<file path="src/rtl/alu_pipe.sv">
// ============================================================================
// alu_pipe : two-stage valid/ready pipelined ALU with C/V/Z/N status flags.
//            Optional macro ALU_PIPE_SAT_EN makes Add/Sub saturate unsigned.
// Revision  : 1.0  initial release
// ============================================================================
`timescale 1ns/1ps
`default_nettype none

package enum_pkg;
  typedef enum logic [3:0] {
    Add             = 4'd0,
    Sub             = 4'd1,
    And             = 4'd2,
    Or              = 4'd3,
    Xor             = 4'd4,
    Leftshift       = 4'd5,
    RightshiftLogic = 4'd6,
    RightshiftArith = 4'd7,
    Equal           = 4'd8
  } Opcode;
endpackage

module alu_pipe #(
  parameter int WIDTH = 8
) (
  input  logic              clk,
  input  logic              rst_n,
  input  logic              flush,
  input  logic              in_valid,
  output logic              in_ready,
  input  logic [WIDTH-1:0]  a,
  input  logic [WIDTH-1:0]  b,
  input  enum_pkg::Opcode   op,
  output logic              out_valid,
  input  logic              out_ready,
  output logic [WIDTH-1:0]  result,
  output logic              flag_c,
  output logic              flag_v,
  output logic              flag_z,
  output logic              flag_n
);

  localparam int SHW = $clog2(WIDTH);

  logic             r_s1_v;
  logic [WIDTH-1:0] r_a;
  logic [WIDTH-1:0] r_b;
  enum_pkg::Opcode  r_op;

  logic             r_out_valid;
  logic [WIDTH-1:0] r_result;
  logic             r_fc;
  logic             r_fv;
  logic             r_fz;
  logic             r_fn;

  logic             w_s2_adv;
  logic             w_s1_adv;
  logic [WIDTH:0]   w_sum;
  logic [WIDTH:0]   w_diff;
  logic             w_add_ovf;
  logic             w_sub_ovf;
  logic             w_shift_big;
  logic [SHW-1:0]   w_shamt;
  logic [WIDTH-1:0] w_res;
  logic             w_c;
  logic             w_v;

  assign w_s2_adv = !r_out_valid || out_ready;
  assign w_s1_adv = !r_s1_v || w_s2_adv;
  assign in_ready = w_s1_adv;

  assign w_sum  = {1'b0, r_a} + {1'b0, r_b};
  assign w_diff = {1'b0, r_a} - {1'b0, r_b};

  assign w_add_ovf = (r_a[WIDTH-1] == r_b[WIDTH-1]) && (w_sum[WIDTH-1]  != r_a[WIDTH-1]);
  assign w_sub_ovf = (r_a[WIDTH-1] != r_b[WIDTH-1]) && (w_diff[WIDTH-1] != r_a[WIDTH-1]);

  // The whole of b is the shift amount; only when b < WIDTH do its low SHW bits suffice.
  assign w_shift_big = (65'(r_b) >= 65'(WIDTH));
  assign w_shamt     = r_b[SHW-1:0];

  always_comb begin
    w_res = '0;
    w_c   = 1'b0;
    w_v   = 1'b0;
    case (r_op)
      enum_pkg::Add: begin
        w_c = w_sum[WIDTH];
        w_v = w_add_ovf;
`ifdef ALU_PIPE_SAT_EN
        w_res = w_sum[WIDTH] ? {WIDTH{1'b1}} : w_sum[WIDTH-1:0];
`else
        w_res = w_sum[WIDTH-1:0];
`endif
      end
      enum_pkg::Sub: begin
        w_c = w_diff[WIDTH];
        w_v = w_sub_ovf;
`ifdef ALU_PIPE_SAT_EN
        w_res = w_diff[WIDTH] ? '0 : w_diff[WIDTH-1:0];
`else
        w_res = w_diff[WIDTH-1:0];
`endif
      end
      enum_pkg::And:             w_res = r_a & r_b;
      enum_pkg::Or:              w_res = r_a | r_b;
      enum_pkg::Xor:             w_res = r_a ^ r_b;
      enum_pkg::Leftshift:       w_res = w_shift_big ? '0 : (r_a << w_shamt);
      enum_pkg::RightshiftLogic: w_res = w_shift_big ? '0 : (r_a >> w_shamt);
      enum_pkg::RightshiftArith: w_res = w_shift_big ? {WIDTH{r_a[WIDTH-1]}}
                                                     : $unsigned($signed(r_a) >>> w_shamt);
      enum_pkg::Equal:           w_res = {{(WIDTH-1){1'b0}}, (r_a == r_b)};
      default:                   w_res = '0;
    endcase
  end

  always_ff @(posedge clk or negedge rst_n) begin
    if (!rst_n) begin
      r_s1_v      <= 1'b0;
      r_a         <= '0;
      r_b         <= '0;
      r_op        <= enum_pkg::Add;
      r_out_valid <= 1'b0;
      r_result    <= '0;
      r_fc        <= 1'b0;
      r_fv        <= 1'b0;
      r_fz        <= 1'b0;
      r_fn        <= 1'b0;
    end else if (flush) begin
      r_s1_v      <= 1'b0;
      r_out_valid <= 1'b0;
    end else begin
      if (w_s1_adv) begin
        r_s1_v <= in_valid;
        if (in_valid) begin
          r_a  <= a;
          r_b  <= b;
          r_op <= op;
        end
      end
      // Output registers only move when a result is actually handed over.
      if (w_s2_adv) begin
        r_out_valid <= r_s1_v;
        if (r_s1_v) begin
          r_result <= w_res;
          r_fc     <= w_c;
          r_fv     <= w_v;
          r_fz     <= (w_res == '0);
          r_fn     <= w_res[WIDTH-1];
        end
      end
    end
  end

  assign out_valid = r_out_valid;
  assign result    = r_result;
  assign flag_c    = r_fc;
  assign flag_v    = r_fv;
  assign flag_z    = r_fz;
  assign flag_n    = r_fn;

endmodule

`default_nettype wire

</file>
<file path="config.mk">
export PLATFORM = sky130hd
export DESIGN_NAME = alu_pipe
export DESIGN_NICKNAME = d
export VERILOG_FILES = /design/src/rtl/alu_pipe.sv
export SDC_FILE = /design/constraint.sdc
export NUM_CORES = 1
export LEC_CHECK = 0
export ABC_AREA = 1
export CAP_MARGIN = 15
export CORE_ASPECT_RATIO = 1.75
export CORE_MARGIN = 4
export CORE_UTILIZATION = 40
export DETAILED_ROUTE_END_ITERATION = 16
export SYNTH_ARGS = -nofsm -noshare
export SYNTH_HDL_FRONTEND = slang
export SYNTH_SLANG_ARGS = --single-unit
</file>
<file path="constraint.sdc">
create_clock -name clk -period 2.57 [get_ports clk]
set_clock_uncertainty 0.2 [all_clocks]
set_input_delay 0.257 -clock clk [delete_from_list [all_inputs] [get_ports clk]]
set_output_delay 0.257 -clock clk [all_outputs]
set_load 0.1 [all_outputs]
</file>
# ---- After elaboration in Yosys (flattened, before gate mapping)
# Index checks and enable logic that the tools add are counted.
# W data, S select, Z words.
dict set report op_classes {
  n_mux 10
  add_sub_neg 2
  n_shift 3
  n_bitwise 4
  reduce_logical 12
  n_lt_le_gt_ge 1
  eq_ne 13
}
# operator count
set op_table {}
lappend op_table {{$pmux W8 S9} 1}
lappend op_table {{$mux W8} 3}
lappend op_table {{$eq A4 B3 Y1 const B} 4}
lappend op_table {{$add A8 B8 Y9} 1}
lappend op_table {{$sub A8 B8 Y9} 1}
lappend op_table {{$and A8 B8 Y8} 1}
lappend op_table {{$eq A4 B2 Y1 const B} 2}
lappend op_table {{$eq A8 B8 Y1} 1}
lappend op_table {{$ge A8 B4 Y1 const B} 1}
lappend op_table {{$logic_not A8 Y1} 1}
lappend op_table {{$or A8 B8 Y8} 1}
lappend op_table {{$shl A8 B3 Y8} 1}
lappend op_table {{$shr A8 B3 Y8} 1}
lappend op_table {{$sshr A8 B3 Y8} 1}
lappend op_table {{$xor A8 B8 Y8} 1}
lappend op_table {{$reduce_and A3 Y1} 2}
lappend op_table {{$eq A4 B1 Y1 const B} 1}
lappend op_table {{$eq A4 B4 Y1 const B} 1}
lappend op_table {{$logic_not A4 Y1} 1}
lappend op_table {{$mux W1} 4}
lappend op_table {{$pmux W1 S2} 2}
lappend op_table {{$reduce_bool A2 Y1} 2}
lappend op_table {{$ne A1 B1 Y1} 3}
lappend op_table {{$logic_and A1 B1 Y1} 2}
lappend op_table {{4 further kinds} 6}
dict set report totals {
  input_bits 25
  reg_bits 34
}

# ---- Logic depth before layout (Yosys ltp)
dict set report depth {
  ltp_word 5
  mapped_depth 18
  mapped_depth_nobuf 17
}

# ---- Worst setup path before layout
# No wires, ideal clock.
dict set report synth_timing {
  path_type {register -> register}
  from {register r_out_valid, in the netlist out_valid}
  to {register r_a[0]}
  setup_ps 78
  arrival_time_ps 2465
  t_required_ps 2292
  setup_slack_ps -173
  path_buffers 1
  stages_incl_launch_ff 8
  cell_sequence {dfrtp_1 > inv_1 > nor2_1 > nand2_1 > nand2_1 > clkbuf_1 > nor2_1 > a21oi_1}
}
dict set report synth_between {
  elab_chain_len 4
}
# item line
set synth_lines {}
lappend synth_lines {{from (decl)} 50} ;# logic r_out_valid;
lappend synth_lines {{from (signal assigned)} 144} ;# r_out_valid <= r_s1_v;
lappend synth_lines {{$logic_not A1 Y1} 69} ;# assign w_s2_adv = !r_out_valid || out_ready;
lappend synth_lines {{$logic_or A1 B1 Y1} 69}
lappend synth_lines {{$logic_or A1 B1 Y1} 70} ;# assign w_s1_adv = !r_s1_v || w_s2_adv;
lappend synth_lines {{net in_ready} 30} ;# output logic in_ready,
lappend synth_lines {{$reduce_and A3 Y1 (no source line)} -}
lappend synth_lines {{to (signal assigned)} 121} ;# r_a <= '0;
lappend synth_lines {{to (signal assigned)} 137} ;# r_a <= a;
lappend synth_lines {{to (decl)} 46} ;# logic [WIDTH-1:0] r_a;
# The timed path passes the listed nets, and every way through them passes these cells.
# A chain may end at the register's enable or synchronous reset.

# ---- Worst setup path after layout
dict set report layout_timing {
  from {register r_a[0]}
  to {register r_fz, in the netlist flag_z}
}
dict set report layout_between {
  elab_chain_len 4
}
# item line
set layout_lines {}
lappend layout_lines {{branches (longest 2 deep; another with $sub A8 B8 Y9)} -}
lappend layout_lines {{$pmux W8 S9 (*)} 87} ;# case (r_op)
lappend layout_lines {{$logic_not A8 Y1 (*)} 149} ;# r_fz <= (w_res == '0);
lappend layout_lines {{to (signal assigned)} 149}
lappend layout_lines {{to (decl)} 54} ;# logic r_fz;
# Mark *: on every way between the ends.

==> metrics <==
H-tree depth 2; Hold Vio Cnt, Final 0; CTS tree done; Max-slew headroom 70.3%; CP max-delay cell dfrtp_1; DP HPWL 8610 um; PortBufs 38; Final Core Density 49.9%; crit path capture type flip-flop; syn_area_per_cell 6.47 um^2; Setup Viol. Count Final 0; clk_lat worst skew 0.29 ns; total track usage 21.6%; Critical Path AT 2.39 ns; GP Congestion 0.942; Gate Count Post-Synth 501; CORE AREA 7910 um^2; min Tclk post-route 2.36 ns; drt total wl 10300 um; Max-Cap Viols 0; Root Driver clkbuf_16; CP Max Fanout 4; Required @ worst endpoint 2.59 ns; Yosys cell types 41; clock transition at the registers of the reported paths 0.06 ns; FF+latch count, synth 33; placed insts 639; number of global-route vias before repair 3399; final net count 611; FP Rows 43; share of layout cells above drive strength 1 18.0%; CP Class flip-flop to flip-flop; Pleak 2.05 nW; status complete, no violations; Post-Place Setup Slack 0.118 ns; Max clock buf depth 2; first-pass iteration count of the detailed router 5; grt ovf 0; Chip Height 127 um; DR WL/cell 15.9 um; vias per std cell 5.25; yosys synthesis warning count 0; class of the worst hold path primary input to async pin; register area share after synthesis 25.5%; reg2reg path depth 14; Initial Util 41.0%; n_diodes 0; largest net degree at the start of global routing 41; Final WS setup 0.208 ns; Final Slew Violations 0; Fmax 423 MHz; Num CTS Buffers 5; crit-path max cell delay 0.41 ns; DR iter-0 viols 191; crit-path cells ha_2, inv_1, fa_1, inv_1, nand2_1, a21oi_1, nor2_1, nor2_2, nand3_2, nor2_1, nand2_1, nor2_1, nand3_1, nand2_1; I/O Pins 39; Cell Pwr Density 705 nW/um^2; global-route wire length before repair 16600 um; Non-Filler Instances 650; Design Power 2.78 mW; final worst-path cycle share 91.9%; die area 9660 um^2; Worst VDD drop 0.000370 V; die width 76.0 um; drc violations 0; synthesized area 3240 um^2; CTS sink cnt 33; Area Growth Syn to Fin 21.8%; routed vias 3411; initial antenna violation count 0; Post-DRT Antenna Nets 0; Least-Margin Pin Slew 0.445 ns; Startpoint Class flip-flop; syn_nets 553
## repair_timing
action	CTS	global route
setup endpoints to repair	0	1
hold buffers	0	0
gates resized for setup	0	5
setup buffers	0	3
## worst paths after layout
check                      slack (ns)         to       from
max                              0.21     flag_z     r_a[0]
min                              0.18  result[4]      rst_n
max reg2reg                      0.21     flag_z     r_a[0]
min reg2reg                      0.28  result[4]  result[4]
max in group asynchronous        1.65  out_valid      rst_n
min in group clk                 0.28  result[4]  result[4]
## report_power, final
part | switching (mW) | internal (mW) | leakage [nW]
registers | 0.0688 | 0.604 | 0.385
clock network | 0.244 | 0.355 | 0.0696
logic | 1.04 | 0.467 | 1.60
total | 1.36 | 1.43 | 2.05
## per-stage QoR
stage	setup TNS, ns	area (um^2)	hold WS, ns
2_1_floorplan	0	3240	-0.239
3_3_place_gp	0	3770	0.265
3_5_place_dp	0	3770	0.267
4_1_cts	0	3910	0.205
5_1_grt	-0.00448	3950	0.251
6_report	0	3950	0.181
## placed cells by master (no fill, tap or decap), drive strengths merged, types with 5 or more instances in the layout
cell type	count
nand3	57
nand2	152
o21ai	15
clkdlybuf4s50	24
inv	56
buf	43
clkbuf	5
nor2	71
nand4	7
dfrtp	33
a21oi	42
ha	25
## per-layer routing
layer,wire (um),vias up,track usage [%],share of wire (%)
met5,0,-,0,0
met4,553,0,11.7,5.3
met3,417,33,2.96,4.0
met2,5390,106,39.5,52
met1,3970,1544,23.5,38
li1,-,1728,-,-
## sequential cells by signal, indices dropped and copies added, names as in the netlist
register / count
flag_c: 1
r_b: 8
flag_z: 1
result: 8
r_op: 4
r_s1_v: 1
r_a: 8
out_valid: 1
flag_v: 1
## cell usage after synthesis, drive strengths merged
cell type / instances / area [um^2]
o2111ai: 2 / 17.5
a21oi: 42 / 218
clkbuf: 5 / 28.8
o22ai: 4 / 25.0
nor3: 4 / 30.0
dlygate4sd1: 1 / 8.76
nand2: 152 / 613
clkinv: 1 / 3.75
o21ai: 15 / 78.8
fa: 2 / 40.0
nand4: 7 / 58.8
buf: 10 / 87.6
ha: 25 / 313
a21o: 1 / 7.51
or2: 1 / 6.26
o31ai: 1 / 7.51
a21boi: 1 / 7.51
xor2: 2 / 17.5
nor2: 71 / 284
o21a: 1 / 7.51
o211ai: 1 / 7.51
a31oi: 4 / 25.0
dfrtp: 33 / 826
inv: 56 / 210
o21bai: 1 / 7.51
nand3b: 1 / 7.51
nand3: 57 / 295
## worst max-delay path, delay by kind of cell (launching register included)
family          cells  cell delay [ns]
flops               1             0.41
buf+inv             2             0.19
compound gates      1             0.13
simple gates        9             0.74
fa+ha+maj           2             0.64
## logic make-up (layout without fill, tap and decap cells)
kind of cell	count (synthesis)	in the layout	share of synthesized area, %
adder cells (fa/ha/maj)	27	27	10.9
flip-flops	33	33	25.5
buffers and inverters	73	132	10.5
AND/OR/NAND/NOR	293	293	40.0
XOR/XNOR	2	2	0.541
AO/OA/AOI/OAI	73	73	12.6
## area by class of cell
class / count / area [um^2]
Clock buffer: 5 / 125
Multi-Input combinational cell: 395 / 2090
Fill cell: 818 / 3960
Clock inverter: 3 / 17.5
Inverter: 57 / 214
Tap cell: 90 / 113
Sequential cell: 33 / 827
Timing Repair Buffer: 67 / 563
Note: power is estimated with default switching activity, not from simulation.
